==> src/rtl/huffman_tree_ctrl.sv <==
// Builds the 4-symbol Huffman node table from leaf weights.
// The leaf selector is held in reset until the table is final.
module huffman_tree_ctrl (
  input  logic        CLK,
  input  logic        nRST,
  input  logic        start,
  input  logic [4:0]  w_A,
  input  logic [4:0]  w_B,
  input  logic [4:0]  w_C,
  input  logic [4:0]  w_D,
  output logic        busy,
  output logic        done,
  output logic        sel_nRST,
  output logic [12:0] info_node_1,
  output logic [12:0] info_node_2,
  output logic [12:0] info_node_3,
  output logic [12:0] info_node_4,
  output logic [12:0] info_node_5,
  output logic [12:0] info_node_6,
  output logic [12:0] info_node_7
);

  typedef enum logic [2:0] {IDLE, LOAD, PICK1, PICK2, MERGE, DONE} state_t;

  state_t      state, next_state;
  logic [1:0]  m;
  logic [12:0] node [1:7];
  logic [2:0]  min1, min2;
  logic [2:0]  pick;
  logic        found;
  logic [4:0]  best_w;
  logic [2:0]  new_slot;
  logic [3:0]  new_id;

  function automatic logic [4:0] sat_add(input logic [4:0] a, input logic [4:0] b);
    logic [5:0] s;
    s = {1'b0, a} + {1'b0, b};
    return s[5] ? 5'h1F : s[4:0];
  endfunction

  // Active = parent field still equals own id, and the slot has been written.
  always_comb begin
    pick   = 3'd1;
    found  = 1'b0;
    best_w = 5'd0;
    for (int i = 1; i <= 7; i++) begin
      if ((node[i][7:4] == node[i][3:0]) && (i <= 3 + int'(m)) &&
          !((state == PICK2) && (3'(i) == min1))) begin
        if (!found || (node[i][12:8] < best_w)) begin
          found  = 1'b1;
          best_w = node[i][12:8];
          pick   = 3'(i);
        end
      end
    end
  end

  assign new_slot = 3'd4 + {1'b0, m};
  assign new_id   = {2'b00, m};

  always_comb begin
    next_state = state;
    case (state)
      IDLE:    if (start) next_state = LOAD;
      LOAD:    next_state = PICK1;
      PICK1:   next_state = PICK2;
      PICK2:   next_state = MERGE;
      MERGE:   next_state = (m == 2'd3) ? DONE : PICK1;
      DONE:    next_state = IDLE;
      default: next_state = IDLE;
    endcase
  end

  always_ff @(posedge CLK) begin
    if (!nRST) begin
      state    <= IDLE;
      m        <= 2'd1;
      min1     <= 3'd1;
      min2     <= 3'd1;
      sel_nRST <= 1'b0;
      for (int i = 1; i <= 7; i++) node[i] <= 13'd0;
    end else begin
      state <= next_state;
      case (state)
        LOAD: begin
          node[1]  <= {w_A, 4'hA, 4'hA};
          node[2]  <= {w_B, 4'hB, 4'hB};
          node[3]  <= {w_C, 4'hC, 4'hC};
          node[4]  <= {w_D, 4'hD, 4'hD};
          node[5]  <= 13'd0;
          node[6]  <= 13'd0;
          node[7]  <= 13'd0;
          m        <= 2'd1;
          sel_nRST <= 1'b0;
        end
        PICK1: min1 <= pick;
        PICK2: min2 <= pick;
        MERGE: begin
          node[new_slot]   <= {sat_add(node[min1][12:8], node[min2][12:8]), new_id, new_id};
          node[min1][7:4]  <= new_id;
          node[min2][7:4]  <= new_id;
          if (m != 2'd3) m <= m + 2'd1;
        end
        DONE: sel_nRST <= 1'b1;
        default: ;
      endcase
    end
  end

  assign busy        = (state != IDLE);
  assign done        = (state == DONE);
  assign info_node_1 = node[1];
  assign info_node_2 = node[2];
  assign info_node_3 = node[3];
  assign info_node_4 = node[4];
  assign info_node_5 = node[5];
  assign info_node_6 = node[6];
  assign info_node_7 = node[7];

endmodule

==> config.mk <==
export PLATFORM = sky130hd
export DESIGN_NAME = huffman_tree_ctrl
export DESIGN_NICKNAME = d
export VERILOG_FILES = /design/src/rtl/huffman_tree_ctrl.sv
export SDC_FILE = /design/constraint.sdc
export NUM_CORES = 1
export LEC_CHECK = 0
export CORE_MARGIN = 10
export CORE_UTILIZATION = 55
export CTS_BUF_LIST = sky130_fd_sc_hd__clkbuf_16
export DETAILED_ROUTE_END_ITERATION = 7
export HOLD_SLACK_MARGIN = 0.08
export PLACE_DENSITY = 0.87
export SKIP_CTS_REPAIR_TIMING = 1
export SYNTH_ARGS = -nofsm -noshare
export SYNTH_HDL_FRONTEND = slang
export SYNTH_SLANG_ARGS = --single-unit
export TNS_END_PERCENT = 50
==> constraint.sdc <==
create_clock -name CLK -period 27.9 [get_ports CLK]
set_input_delay 4.185 -clock CLK [delete_from_list [all_inputs] [get_ports CLK]]
set_output_delay 4.185 -clock CLK [all_outputs]
set_load 0.05 [all_outputs]
==> results.cfg <==
[run_status]
outcome = finished clean

[clock_tree]
clock_path_buffers = 2
cts.sinks = 81
insertion_delay_ns = 0.34
cts_tree = yes
htreeDepth = 3
numCtsBuffers = 9
cts-root-buf = clkbuf_16
path_clk_slew_ns = 0.06

[place]
port-buffer-count = 97
hpwlAfterDp_mm = 13.48
gp_routability_congestion = 0.9430
place_ws_ns = 14.88
dp.cells = 796

[worst_setup_path]
regToRegSetupSlack_ns = 14.64
crit_required_ns = 28.15
setup.worst_path.class = flop to flop
end_kind = flop
start_kind = flop
slowest_stage = o22ai_1
path_max_fanout = 14
arrival_ns = 13.52
cp_slowest_stage_delay_ns = 0.72

[die]
die_h_um = 122.5
die-area_um2 = 14990
start_util = 0.5617
dieWidth_um = 122.5
coreArea_um2 = 10280
pin_count = 117
num_rows = 37

[route]
antenna_left = 0
drtIter0Drc = 370
drt-wirelength-per-cell_um = 21.22
num_vias = 4961
drcViolationCount = 0
drtPass1Iterations = 6
drt_wl_total_mm = 17.23
viasPerCell = 6.110

[timing]
fin_ws_ns = 14.64
relSlewSlack = 0.2712
setup_tns_ns = 0
setup_viol = 0
post-route-period-util = 0.4754
rsz0062_at_grt = false
worst_pin_slew_ns = 1.090
slew_violations = 0
skew_ns = 0.005006
layout_min_cycle_time_ns = 13.26
fmax_ghz = 0.07540
hold_viol_final = 0

[global_route]
grt_pass1_wl_mm = 26.92
track_usage = 0.2264
grt_pass1_vias = 5014
antenna_found_initial = 0
gr-total-overflow = 0
grt_max_degree = 37

[pwr]
p_leak_nw = 2.828
p_per_area_nw_per_um2 = 61.63
irDropWorstVdd_uv = 34.73

[yosys]
postSynth.asyncResetShare = 0
synth_area_per_cell_um2 = 9.719
syn_area_um2 = 5773
ys_seq_elements = 81
synth_warnings = 0
synth_top_area_frac = 0.3017
netlist.top_cell.by_area = edfxtp_1
synth_area_leaders = edfxtp_1 (30%), dfxtp_1 (8.0%), ha_1 (7.6%), mux4_2 (3.9%), nor2_1 (3.7%)
synth_ff_type = edfxtp_1
ys_seq_area_frac = 0.3814
synth_edf_count = 58
synth_cell_types = 74
netlist_instances = 594

[min_path]
holdCritPathClass = flop to flop

[finish]
area_delta_synth_final_pct = 20.96
nNetsFinal = 730
num_antenna_cells = 0
post-route-util = 0.6795
drive_gt1_frac = 0.1021
nFillCells = 806
final_common_cell = clkdlybuf4s50_1
layout_common_cells = clkdlybuf4s50_1 (97), edfxtp_1 (58), nor2_1 (57), nand2_1 (43), ha_1 (35)
stdcell_count = 812

[run]
cap_viol_max_count = 0
==> through the flow <==
| stage | power [mW] | hold slack [ns] | area (µm²) |
|---|---|---|---|
| after floorplan | 0.2685 | 0.5642 | 5841 |
| after CTS | 0.4293 | 0.4814 | 6983 |
| after detailed placement | 0.3105 | 0.4667 | 6688 |
| after global placement | 0.3074 | 0.4621 | 6688 |
| final | 0.4303 | 0.4816 | 6983 |
| after global routing | 0.4488 | 0.5124 | 6983 |
==> worst paths after layout <==
| check | to | start | depth (start not counted) |
|---|---|---|---|
| max | min2[2] | m[0] | 51 |
| min | sel_nRST | sel_nRST | 2 |
| max reg2reg | min2[2] | m[0] | 51 |
| min reg2reg | sel_nRST | sel_nRST | 2 |
==> metal layers <==
| layer | GRT usage | vias up | wire length, µm |
|---|---|---|---|
| li1 | - | 2287 | - |
| met1 | 0.2744 | 2379 | 6877 |
| met2 | 0.3923 | 255 | 8497 |
| met3 | 0.04408 | 40 | 1407 |
| met4 | 0.08100 | 0 | 445 |
| met5 | 0 | - | 0 |
==> registers in the layout, summed over array words and instances, names as in the netlist, named ones only <==
name / flops
state: 3
node: 63
sel_nRST: 1
m: 2
min2: 3
min1: 3
==> kinds of logic after synthesis <==
logic type | synth area share
AO/OA/AOI/OAI | 0.1842
XOR/XNOR | 0.01972
adder cells (fa/ha/maj) | 0.07932
buffers and inverters | 0.07369
flip-flops | 0.3814
multiplexers | 0.08843
other | 0.0006496
AND/OR/NAND/NOR | 0.1725
==> cells in the mapped netlist, drive strengths merged, types with 10 or more instances <==
library cell and count:
mux4 10, a22oi 15, inv 31, nand2 47, and3 20, ha 35
nor2 59, buf 36, edfxtp 58, clkbuf 15, a21o 17, a21oi 28
dfxtp 23, nand3 11, o21ai 41, mux2 16
==> cell type report <==
class                   count  area [µm²]  area share
multi-input cells         449        3213      0.4601
inverters                  31       116.4     0.01666
clock inverters             7       70.07     0.01003
flip-flops and latches     81        2202      0.3154
well taps                 136       170.2     0.02437
repair buffers             99       985.9      0.1412
clock buffers               9       225.2     0.03225
==> critical path: cells and delay by family (launching register included) <==
kind | cells | cell delay [ns]
buffers and inverters | 2 | 0.35
and+or+nand+nor | 12 | 3.38
DFF | 1 | 0.61
muxes | 3 | 0.98
adders and majority gates | 7 | 2.15
AOI/OAI and AO/OA | 27 | 5.70
==> power breakdown <==
group          switching, mW  internal, mW  leakage [nW]  total [mW]
combinational         0.0985        0.0582          1.89       0.157
clock                 0.0509        0.0692         0.137       0.120
sequential            0.0147         0.139         0.802       0.154
No activity file was read; power rests on OpenSTA's default activity.
